$ cat src/rtl/note_seq_pkg.sv
`default_nettype none
// ============================================================================
// Module   : note_seq_pkg
// Purpose  : Shared state encoding, note-table entry layout and constants.
// Revision : 1.0 - initial release
// ============================================================================
package note_seq_pkg;

    typedef enum logic [2:0] {
        S_IDLE   = 3'd0,
        S_LOAD   = 3'd1,
        S_DECODE = 3'd2,
        S_PLAY   = 3'd3,
        S_GAP    = 3'd4,
        S_NEXT   = 3'd5,
        S_END    = 3'd6
    } seq_state_t;

    typedef struct packed {
        logic [31:0] fstep;
        logic [3:0]  beats;
    } note_entry_t;

    localparam int         NOTE_W    = 36;
    localparam logic [3:0] END_BEATS = 4'd0;

endpackage
`default_nettype wire

$ cat src/rtl/note_sequencer_table.sv
`default_nettype none
// ============================================================================
// Module   : note_table
// Purpose  : notes_p x 36 RAM, single write port, registered read, no reset.
// Revision : 1.0 - initial release
// ============================================================================
module note_table
    import note_seq_pkg::*;
#(
    parameter int notes_p = 16
) (
    input  logic                       clk_i,
    input  logic                       wr_en_i,
    input  logic [$clog2(notes_p)-1:0] wr_addr_i,
    input  logic [NOTE_W-1:0]          wr_data_i,
    input  logic [$clog2(notes_p)-1:0] rd_addr_i,
    output logic [NOTE_W-1:0]          rd_data_o
);

    logic [NOTE_W-1:0] mem_q [notes_p];
    logic [NOTE_W-1:0] rd_q;

    always_ff @(posedge clk_i) begin
        if (wr_en_i) begin
            mem_q[wr_addr_i] <= wr_data_i;
        end
        rd_q <= mem_q[rd_addr_i];
    end

    assign rd_data_o = rd_q;

endmodule
`default_nettype wire

$ cat src/rtl/note_sequencer.sv
`default_nettype none
// ============================================================================
// Module   : note_sequencer
// Purpose  : Walks a note table and drives the sine generator phase step,
//            timed by audio frame pulses. Optional: NOTE_SEQ_LOOP_EN.
// Revision : 1.0 - initial release
// ============================================================================
module note_sequencer
    import note_seq_pkg::*;
#(
    parameter int notes_p          = 16,
    parameter int ticks_per_beat_p = 6000,
    parameter int gap_frames_p     = 480
) (
    input  logic                       clk_i,
    input  logic                       reset_n_i,
    input  logic                       frame_i,
    input  logic                       start_i,
    input  logic                       stop_i,
    input  logic                       wr_en_i,
    input  logic [$clog2(notes_p)-1:0] wr_addr_i,
    input  logic [31:0]                wr_fstep_i,
    input  logic [3:0]                 wr_beats_i,
    output logic [31:0]                fstep_o,
    output logic [$clog2(notes_p)-1:0] note_idx_o,
    output logic                       busy_o,
    output logic                       note_start_o,
    output logic                       done_o
);

    localparam int IDX_W      = $clog2(notes_p);
    localparam int NOTE_CNT_W = $clog2(15 * ticks_per_beat_p + 1);
    localparam int GAP_CNT_W  = $clog2(gap_frames_p + 1);
    localparam int CNT_W      = (NOTE_CNT_W > GAP_CNT_W) ? NOTE_CNT_W : GAP_CNT_W;

    localparam logic [IDX_W-1:0] LAST_IDX = IDX_W'(notes_p - 1);
    localparam logic [CNT_W-1:0] TICKS_C  = CNT_W'(ticks_per_beat_p);
    localparam logic [CNT_W-1:0] GAP_C    = CNT_W'(gap_frames_p);
    localparam logic [CNT_W-1:0] ONE_C    = CNT_W'(1);

    seq_state_t        state_q;
    logic [31:0]       fstep_q;
    logic [IDX_W-1:0]  idx_q;
    logic [CNT_W-1:0]  cnt_q;
    logic              note_start_q;
    logic              done_q;

    logic              w_wr_en;
    logic [NOTE_W-1:0] w_rd_raw;
    note_entry_t       w_rd_entry;

    // Writes are only honoured while idle so a playing song cannot be torn.
    assign w_wr_en    = wr_en_i && (state_q == S_IDLE);
    assign w_rd_entry = note_entry_t'(w_rd_raw);

    note_table #(
        .notes_p   (notes_p)
    ) u_note_table (
        .clk_i     (clk_i),
        .wr_en_i   (w_wr_en),
        .wr_addr_i (wr_addr_i),
        .wr_data_i ({wr_fstep_i, wr_beats_i}),
        .rd_addr_i (idx_q),
        .rd_data_o (w_rd_raw)
    );

    always_ff @(posedge clk_i or negedge reset_n_i) begin
        if (!reset_n_i) begin
            state_q      <= S_IDLE;
            fstep_q      <= '0;
            idx_q        <= '0;
            cnt_q        <= '0;
            note_start_q <= 1'b0;
            done_q       <= 1'b0;
        end else begin
            note_start_q <= 1'b0;
            done_q       <= 1'b0;
            if (stop_i && (state_q != S_IDLE)) begin
                state_q <= S_IDLE;
                fstep_q <= '0;
                idx_q   <= '0;
                cnt_q   <= '0;
            end else begin
                case (state_q)
                    S_IDLE: begin
                        fstep_q <= '0;
                        if (start_i && !stop_i) begin
                            idx_q   <= '0;
                            state_q <= S_LOAD;
                        end
                    end
                    S_LOAD: begin
                        state_q <= S_DECODE;
                    end
                    S_DECODE: begin
                        if (w_rd_entry.beats == END_BEATS) begin
                            fstep_q <= '0;
                            done_q  <= 1'b1;
                            state_q <= S_END;
                        end else begin
                            cnt_q        <= CNT_W'(w_rd_entry.beats) * TICKS_C;
                            fstep_q      <= w_rd_entry.fstep;
                            note_start_q <= 1'b1;
                            state_q      <= S_PLAY;
                        end
                    end
                    S_PLAY: begin
                        if (frame_i) begin
                            cnt_q <= cnt_q - ONE_C;
                            if (cnt_q == ONE_C) begin
                                fstep_q <= '0;
                                if (gap_frames_p > 0) begin
                                    cnt_q   <= GAP_C;
                                    state_q <= S_GAP;
                                end else begin
                                    state_q <= S_NEXT;
                                end
                            end
                        end
                    end
                    S_GAP: begin
                        fstep_q <= '0;
                        if (frame_i) begin
                            cnt_q <= cnt_q - ONE_C;
                            if (cnt_q == ONE_C) begin
                                state_q <= S_NEXT;
                            end
                        end
                    end
                    S_NEXT: begin
                        if (idx_q == LAST_IDX) begin
                            done_q  <= 1'b1;
                            state_q <= S_END;
                        end else begin
                            idx_q   <= idx_q + 1'b1;
                            state_q <= S_LOAD;
                        end
                    end
                    S_END: begin
                        fstep_q <= '0;
`ifdef NOTE_SEQ_LOOP_EN
                        // END at index 0 means entry 0 is the end marker: park instead of spinning.
                        if (idx_q == '0) begin
                            state_q <= S_IDLE;
                        end else begin
                            idx_q   <= '0;
                            state_q <= S_LOAD;
                        end
`else
                        idx_q   <= '0;
                        state_q <= S_IDLE;
`endif
                    end
                    default: begin
                        state_q <= S_IDLE;
                        fstep_q <= '0;
                        idx_q   <= '0;
                    end
                endcase
            end
        end
    end

    assign fstep_o      = fstep_q;
    assign note_idx_o   = idx_q;
    assign busy_o       = (state_q != S_IDLE);
    assign note_start_o = note_start_q;
    assign done_o       = done_q;

endmodule
`default_nettype wire

$ cat config.mk
export PLATFORM = sky130hd
export DESIGN_NAME = note_sequencer
export DESIGN_NICKNAME = d
export VERILOG_FILES = /design/src/rtl/note_seq_pkg.sv /design/src/rtl/note_sequencer_table.sv /design/src/rtl/note_sequencer.sv
export SDC_FILE = /design/constraint.sdc
export NUM_CORES = 1
export LEC_CHECK = 0
export CAP_MARGIN = 0
export CORE_ASPECT_RATIO = 1.75
export CORE_MARGIN = 1
export CORE_UTILIZATION = 60
export CTS_BUF_LIST = sky130_fd_sc_hd__clkbuf_16
export CTS_CLUSTER_SIZE = 12
export DETAILED_ROUTE_END_ITERATION = 8
export GPL_ROUTABILITY_DRIVEN = 0
export HOLD_SLACK_MARGIN = 0.02
export PLACE_DENSITY = 0.9
export SLEW_MARGIN = 20
export SYNTH_ARGS = -nofsm -noshare
export SYNTH_HDL_FRONTEND = slang
export SYNTH_HIERARCHICAL = 1
export SYNTH_SLANG_ARGS = --single-unit
$ cat constraint.sdc
create_clock -name clk_i -period 10.7 [get_ports clk_i]
set_clock_uncertainty 0.15 [all_clocks]
set_input_delay 3.21 -clock clk_i [delete_from_list [all_inputs] [get_ports clk_i]]
set_output_delay 3.21 -clock clk_i [all_outputs]
set_load 0.05 [all_outputs]
==> impl_metrics.ini, run 1 <==
[status]
status = complete, no violations

[synthesis]
synth_seq_cells = 670
yosys.area.top_type = edfxtp_1
synth_top_family_by_area = multiplexers
synth_ff_type = edfxtp_1
synth_adder_area_share = 0.0141
synthMuxAreaShare = 0.126
synth_top_area_share = 0.671
synthArstFlopShare = 0.0866
ys.warnings.count = 6
synthesis.nets = 1344
ys_types = 70
synth-seq-area-share = 0.755
synth_compound_area_frac = 0.0580
postSynthAreaPerCell_um2 = 20.3
yosys.area_share.simple = 0.0273
synth_common_cells = 576 x edfxtp_1, 144 x mux4_2, 72 x a22oi_1
synth-xor-area-share = 0.00306
syn_area_um2 = 25800
synth_edf_count = 576
ys_top_cells_by_area = edfxtp_1 67%, mux4_2 13%, dfrtp_1 5.6%
yosysMostFrequentCell = edfxtp_1
synthCells = 1272

[clocking]
cts_hold_buf = 0
cts_tree = done
cts-buffers-inserted = 66
path_clk_slew_ns = 0.06
cts_root_buffer = clkbuf_16
cts.sinks = 670
insertion_delay_ns = 0.59
cts.htree.levels = 3
cts_resized = 0
cts_setup_buffers = 0
clockBufferDepth = 3

[worst_setup_path]
reg2regPathDepth = 5
crit_family = buffers and inverters
cp_max_fo = 42
slowest_stage = clkdlybuf4s50_1
endpoint_kind = output port
worstPathRequired_ns = 7.34
crit_type = flop to output port
regToRegEndpoint = u_note_table/rd_data_o[30]$_DFF_P_
startpoint = note_idx_o[1]$_DFFE_PN0P_
critPathBufInv = 1
crit_chain = clkdlybuf4s50_1
crit_cells = 1
reg2reg_setup_slack_ns = 7.14
cpPeakStageDelay_ns = 0.93
r2r-start = note_idx_o[0]$_DFFE_PN0P_
cp-start-kind = flop
crit_path_end = note_idx_o[1]
critPathArrivalTime_ns = 2.39

[drt]
wirelength_um = 62400
wl_per_cell_um = 31.1
drtIter0Drc = 1591
drc = 0
dr.pass1.iters = 8
vias_per_cell = 6.86
antenna_left = 0
vias = 13700

[sta]
setup_violations = 0
fin_tns_setup_ns = 0
clock.fmax_mhz = 174
max_slew_margin = 0.198
period_minus_slack_ns = 5.75
worst_hold_slack_ns = 0.306
rsz0062_at_grt = false
hold_viol = 0
fin_ws_ns = 4.95
worst_pin_slew_ns = 1.20
fin_crit_sh = 0.537
finalMaxSlewViolations = 0

[floorplan]
rows = 100
die_area_um2 = 43900
die_h_um = 276
io_pins = 85
die_x_um = 159
core_area_um2 = 42400
start_util = 0.608

[final_layout]
layout-drive-gt1-share = 0.198
final_cells = 2003
syn2layout_area_growth_pct = 13.8
nNetsFinal = 1461
final.fill_count = 2340

[global_route]
use_met3 = 0.0531
grt_pass1_vias = 14600
grt.busiest_layer = met2
antenna_found_initial = 1
grtUsageTotal = 0.293
grt_max_degree = 59
use_met2 = 0.508
grt_pass1_wl_um = 92200
overflow = 0
use_met1 = 0.342

[power]
total_power_mw = 5.66
p_leak_nw = 9.73
p_per_area_nw_per_um2 = 193
irDropWorstVdd_mv = 0.146

[placement]
place_hpwl_um = 32000
io_buffers = 84
dp.cells = 1881
pre_cts_ws_ns = 4.67

[run]
maxCapViolCount = 0

[min_path]
hold_path.class = flop to flop
hold_depth = 1
logic make-up (layout without fill, tap and decap cells):
logic type               after synthesis  after routing
AO/OA/AOI/OAI                        200            200
XOR/XNOR                               9              9
adder cells (fa/ha/maj)               26             26
buffers and inverters                 83            252
flip-flops                           670            670
multiplexers                         145            145
other                                  0              1
AND/OR/NAND/NOR                      139            139
sequential cells by signal (all words and copies together) (netlist names):
register,count
u_note_table/mem_q,576
u_note_table/rd_data_o,36
fstep_o,32
cnt_q,17
note_idx_o,4
state_q,3
done_o,1
note_start_o,1
worst min-delay path by stage:
stage,to,slack (ns),start
floorplan,fstep_o[15]$_DFFE_PN0P_,0.28,u_note_table/rd_data_o[19]$_DFF_P_
global placement,fstep_o[20]$_DFFE_PN0P_,0.28,u_note_table/rd_data_o[24]$_DFF_P_
detailed placement,fstep_o[31]$_DFFE_PN0P_,0.29,u_note_table/rd_data_o[35]$_DFF_P_
CTS,fstep_o[31]$_DFFE_PN0P_,0.31,u_note_table/rd_data_o[35]$_DFF_P_
global route,fstep_o[1]$_DFFE_PN0P_,0.33,u_note_table/rd_data_o[5]$_DFF_P_
finish,fstep_o[31]$_DFFE_PN0P_,0.31,u_note_table/rd_data_o[35]$_DFF_P_
power breakdown:
| group | internal, mW | total, mW | switching, mW |
|---|---|---|---|
| clock network | 1.20 | 2.13 | 0.934 |
| logic | 0.176 | 0.528 | 0.352 |
| registers | 2.93 | 3.00 | 0.0769 |
stage by stage:
stage | area [µm²] | utilization
final | 29400 | 0.692
after global routing | 29400 | 0.692
after CTS | 29300 | 0.691
after detailed placement | 27300 | 0.645
after global placement | 27300 | 0.645
after floorplan | 25800 | -
metal layers:
layer,wire length [µm],vias up,part of all wire
li1,-,5492,-
met1,20200,7020,0.32
met2,33200,976,0.53
met3,5430,246,0.087
met4,3470,0,0.056
met5,0,-,0
final cells by class:
cell class	count	area (µm²)	share of cell area
Antenna cell	1	2.50	0.0000852
Clock buffer	70	1750	0.0597
Clock inverter	50	231	0.00789
Inverter	19	71.3	0.00243
Multi-Input combinational cell	519	6040	0.206
Sequential cell	670	19500	0.663
Tap cell	561	702	0.0239
Timing Repair Buffer	113	1080	0.0367
layout by cell type (no fill, tap or decap), types with 4 or more instances in the layout:
master	count
nor3_2	4
clkdlybuf4s50_1	83
nand3_1	11
ha_1	21
nand2_1	55
a22o_1	34
xor2_1	6
dfrtp_1	56
inv_1	65
a21oi_1	15
nor2_1	16
nand2b_1	6
a22oi_1	72
a31oi_1	4
edfxtp_1	576
mux4_2	144
nor2_4	14
o21ai_0	26
fa_1	5
buf_4	27
clkbuf_16	70
nor3_1	6
dfxtp_1	36
a21o_1	10
Power figures use the tool's default switching activity.
==> run 2: changes to the inputs <==
==> constraint.sdc (replaced) <==
create_clock -name clk_i -period 5.5 [get_ports clk_i]
set_clock_uncertainty 0.15 [all_clocks]
set_input_delay 1.65 -clock clk_i [delete_from_list [all_inputs] [get_ports clk_i]]
set_output_delay 1.65 -clock clk_i [all_outputs]
set_load 0.05 [all_outputs]
==> run 2 against run 1 <==
Effect of this change:
- final cell count barely moved
- sequential share of layout area fell by 0.13 points
- largest power group unchanged
- register-to-register slack got worse by 5.1 ns
- sequential cell count did not move
- first-iteration DRC count rose by 11%
- die area did not move
- non-clock buffer count rose by 3
- critical path depth did not move
==> impl_metrics.ini, run 2 (synthesis gave the netlist of run 1 again) <==
[status]
status = complete, no violations

[global_route]
grtUsageTotal = 0.287
overflow = 0
grt_pass1_wl_um = 91400
grt_max_degree = 57
antenna_found_initial = 0
grt_pass1_vias = 14600

[floorplan]
start_util = 0.608
die_area_um2 = 43900
die_h_um = 276
die_x_um = 159
io_pins = 85
rows = 100
core_area_um2 = 42400

[worst_setup_path]
regToRegEndpoint = cnt_q[15]$_DFFE_PN0P_
startpoint = note_idx_o[1]$_DFFE_PN0P_
cp-start-kind = flop
crit_chain = clkdlybuf4s50_1
cp_max_fo = 42
critPathBufInv = 1
crit_path_end = note_idx_o[1]
reg2reg_setup_slack_ns = 2.09
r2r-start = u_note_table/rd_data_o[3]$_DFF_P_
cpPeakStageDelay_ns = 0.95
crit_type = flop to output port
critPathArrivalTime_ns = 2.40
reg2regPathDepth = 12
crit_family = buffers and inverters
crit_cells = 1
worstPathRequired_ns = 3.70
endpoint_kind = output port
slowest_stage = clkdlybuf4s50_1

[placement]
place_hpwl_um = 32900
pre_cts_ws_ns = 1.32
io_buffers = 84

[clocking]
cts_hold_buf = 0
cts.htree.levels = 3
cts_resized = 0
cts_setup_buffers = 0
cts.sinks = 670
insertion_delay_ns = 0.60
clockBufferDepth = 3
path_clk_slew_ns = 0.06
cts_tree = done
cts_root_buffer = clkbuf_16
cts-buffers-inserted = 66

[power]
irDropWorstVdd_mv = 0.297
p_leak_nw = 9.73
p_per_area_nw_per_um2 = 374
total_power_mw = 11.0

[sta]
finalMaxSlewViolations = 0
period_minus_slack_ns = 4.20
max_slew_margin = 0.231
fin_tns_setup_ns = 0
rsz0062_at_grt = false
hold_viol = 0
setup_violations = 0
fin_crit_sh = 0.764
clock.fmax_mhz = 238
fin_ws_ns = 1.30
worst_pin_slew_ns = 1.15

[drt]
antenna_left = 0
vias = 13800
dr.pass1.iters = 8
drc = 0
wirelength_um = 61100
drtIter0Drc = 1773
wl_per_cell_um = 30.5
vias_per_cell = 6.90

[run]
maxCapViolCount = 0

[min_path]
hold_path.class = flop to flop

[final_layout]
layout_commonest_cell = edfxtp_1
final_cell_mix = 576 x edfxtp_1, 144 x mux4_2, 83 x clkdlybuf4s50_1
final.fill_count = 2363
syn2layout_area_growth_pct = 14.0
top_register = u_note_table/mem_q
largest_reg_flops = 576
layout-drive-gt1-share = 0.201
nNetsFinal = 1464
run 2: cell type report:
| type | count | area [µm²] | area share |
|---|---|---|---|
| flip-flops and latches | 670 | 19500 | 0.662 |
| multi-input cells | 519 | 6040 | 0.205 |
| clock buffers | 69 | 1730 | 0.0587 |
| repair buffers | 116 | 1160 | 0.0394 |
| well taps | 561 | 702 | 0.0239 |
| clock inverters | 49 | 234 | 0.00795 |
| inverters | 19 | 71.3 | 0.00242 |
| diodes | 1 | 2.50 | 0.0000851 |
run 2: report_power, final:
group	switching, mW	internal, mW
Sequential	0.153	5.69
Clock	1.85	2.27
Combinational	0.681	0.347
Total	2.69	8.31
run 2: how the worst min path moves through the flow:
stage | depth (start not counted) | endpoint | slack [ns] | startpoint
after floorplan | 1 | fstep_o[15]$_DFFE_PN0P_ | 0.28 | u_note_table/rd_data_o[19]$_DFF_P_
after global placement | 1 | fstep_o[27]$_DFFE_PN0P_ | 0.29 | u_note_table/rd_data_o[31]$_DFF_P_
after detailed placement | 1 | fstep_o[2]$_DFFE_PN0P_ | 0.29 | u_note_table/rd_data_o[6]$_DFF_P_
after CTS | 1 | fstep_o[6]$_DFFE_PN0P_ | 0.31 | u_note_table/rd_data_o[10]$_DFF_P_
after global routing | 1 | fstep_o[19]$_DFFE_PN0P_ | 0.32 | u_note_table/rd_data_o[23]$_DFF_P_
final | 1 | fstep_o[6]$_DFFE_PN0P_ | 0.31 | u_note_table/rd_data_o[10]$_DFF_P_
run 2: metal layers:
layer	GRT usage	wire length, µm
met4	0.152	3000
met1	0.345	20700
met5	0	0
met2	0.491	32200
met3	0.0584	5150
run 2: per-stage QoR:
stage          utilization  cells  area, µm²  hold WS, ns
3_3_place_gp         0.647   1884      27400        0.286
6_report             0.693   2004      29400        0.306
2_1_floorplan            -   1272      25800        0.283
4_1_cts              0.693   2002      29400        0.310
5_1_grt              0.693   2003      29400        0.324
3_5_place_dp         0.647   1884      27400        0.294
==> run 3: changes to the inputs <==
==> constraint.sdc (replaced) <==
create_clock -name clk_i -period 3.88 [get_ports clk_i]
set_clock_uncertainty 0.15 [all_clocks]
set_input_delay 1.164 -clock clk_i [delete_from_list [all_inputs] [get_ports clk_i]]
set_output_delay 1.164 -clock clk_i [all_outputs]
set_load 0.05 [all_outputs]
==> run 3 against run 2 <==
Effect of this change:
- sequential cell count stayed put
- clock power rose by 42%
- total power grew 42%
- first-iteration DRC count increased by 14%
- highest routed layer unchanged
- largest power group unchanged
- non-clock buffer count increased by 2
- critical path depth rose by 2
==> impl_metrics.ini, run 3 (synthesis gave the netlist of run 1 again) <==
[status]
status = complete, no violations

[drt]
antenna_left = 0
wirelength_um = 62200
wl_per_cell_um = 31.0
vias = 13900
drtIter0Drc = 2022
drc = 0
vias_per_cell = 6.91
dr.pass1.iters = 7

[worst_setup_path]
crit_family = buffers and inverters
crit_chain = nor3_1 > inv_1 > clkdlybuf4s50_1
cp-start-kind = flop
worstPathRequired_ns = 2.57
endpoint_kind = output port
critPathBufInv = 2
cp_max_fo = 15
crit_type = flop to output port
critPathArrivalTime_ns = 2.32
cpPeakStageDelay_ns = 0.81
slowest_stage = clkdlybuf4s50_1

[sta]
clock.fmax_mhz = 275
worst_pin_slew_ns = 1.17
fin_crit_sh = 0.936
setup_violations = 0
fin_ws_ns = 0.247
rsz0062_at_grt = false
max_slew_margin = 0.215
period_minus_slack_ns = 3.63
finalMaxSlewViolations = 0
hold_viol = 0

[power]
p_leak_nw = 9.79
p_per_area_nw_per_um2 = 528
total_power_mw = 15.6
irDropWorstVdd_mv = 0.339

[clocking]
cts.sinks = 670
clockBufferDepth = 3
insertion_delay_ns = 0.58
cts_setup_buffers = 0
cts_tree = done
cts_hold_buf = 0
path_clk_slew_ns = 0.06
cts.htree.levels = 3
cts_root_buffer = clkbuf_16
cts_resized = 0
cts-buffers-inserted = 66

[global_route]
overflow = 0
antenna_found_initial = 0
grt_pass1_vias = 14500
grt_pass1_wl_um = 92400
grtUsageTotal = 0.289
grt_max_degree = 99

[placement]
pre_cts_ws_ns = 0.391
place_hpwl_um = 32100
io_buffers = 84

[floorplan]
die_x_um = 159
rows = 100
die_h_um = 276
die_area_um2 = 43900
core_area_um2 = 42400
io_pins = 85
start_util = 0.608

[final_layout]
final_cell_mix = 576 x edfxtp_1, 144 x mux4_2, 83 x clkdlybuf4s50_1
area.sequential_um2 = 19500
final.fill_count = 2335
multi_input_area_um2 = 6070
layout_commonest_cell = edfxtp_1
layout-drive-gt1-share = 0.203
top_register = u_note_table/mem_q
syn2layout_area_growth_pct = 14.7
nNetsFinal = 1466
insertedDiodeCount = 0
largest_reg_flops = 576

[min_path]
hold_path.class = flop to flop

[run]
maxCapViolCount = 0
-- run 3: worst paths after layout --
kind                                              startpoint  cells past startpoint                      end  slack (ns)
min reg2reg                u_note_table/rd_data_o[8]$_DFF_P_                      1   fstep_o[4]$_DFFE_PN0P_        0.31
min                        u_note_table/rd_data_o[8]$_DFF_P_                      1   fstep_o[4]$_DFFE_PN0P_        0.31
max in group asynchronous                          reset_n_i                      2  fstep_o[10]$_DFFE_PN0P_        2.24
max reg2reg                u_note_table/rd_data_o[1]$_DFF_P_                      9    cnt_q[14]$_DFFE_PN0P_        0.53
max                                   state_q[1]$_DFFE_PN0P_                      3                   busy_o        0.25
min in group asynchronous                          reset_n_i                      1     cnt_q[1]$_DFFE_PN0P_        0.53
-- run 3: stage by stage --
step / instances / hold WS (ns) / TNS, ns / utilization / area (µm²)
after floorplan: 1272 / 0.283 / -5.79 / - / 25800
after global placement: 1886 / 0.285 / 0 / 0.650 / 27600
after detailed placement: 1886 / 0.292 / 0 / 0.650 / 27600
after CTS: 2006 / 0.310 / 0 / 0.697 / 29600
after global routing: 2007 / 0.319 / 0 / 0.697 / 29600
final: 2007 / 0.307 / 0 / 0.697 / 29600
-- run 3: final cells by class --
class / count / share of cell area
Timing Repair Buffer: 118 / 0.0436
Clock buffer: 71 / 0.0601
Tap cell: 561 / 0.0237
Inverter: 19 / 0.00241
Clock inverter: 49 / 0.00660
Sequential cell: 670 / 0.658
Multi-Input combinational cell: 519 / 0.205
-- run 3: layer usage --
layer	vias up	track usage	wire length (µm)
li1	5502	-	-
met1	7191	0.356	21000
met2	978	0.489	32900
met3	194	0.0527	5370
met4	0	0.153	2950
met5	-	0.00111	0
-- run 3: report_power, final --
| group | total [mW] | switching, mW | internal, mW |
|---|---|---|---|
| sequential | 8.27 | 0.206 | 8.07 |
| clock | 5.87 | 2.59 | 3.28 |
| combinational | 1.48 | 0.971 | 0.509 |
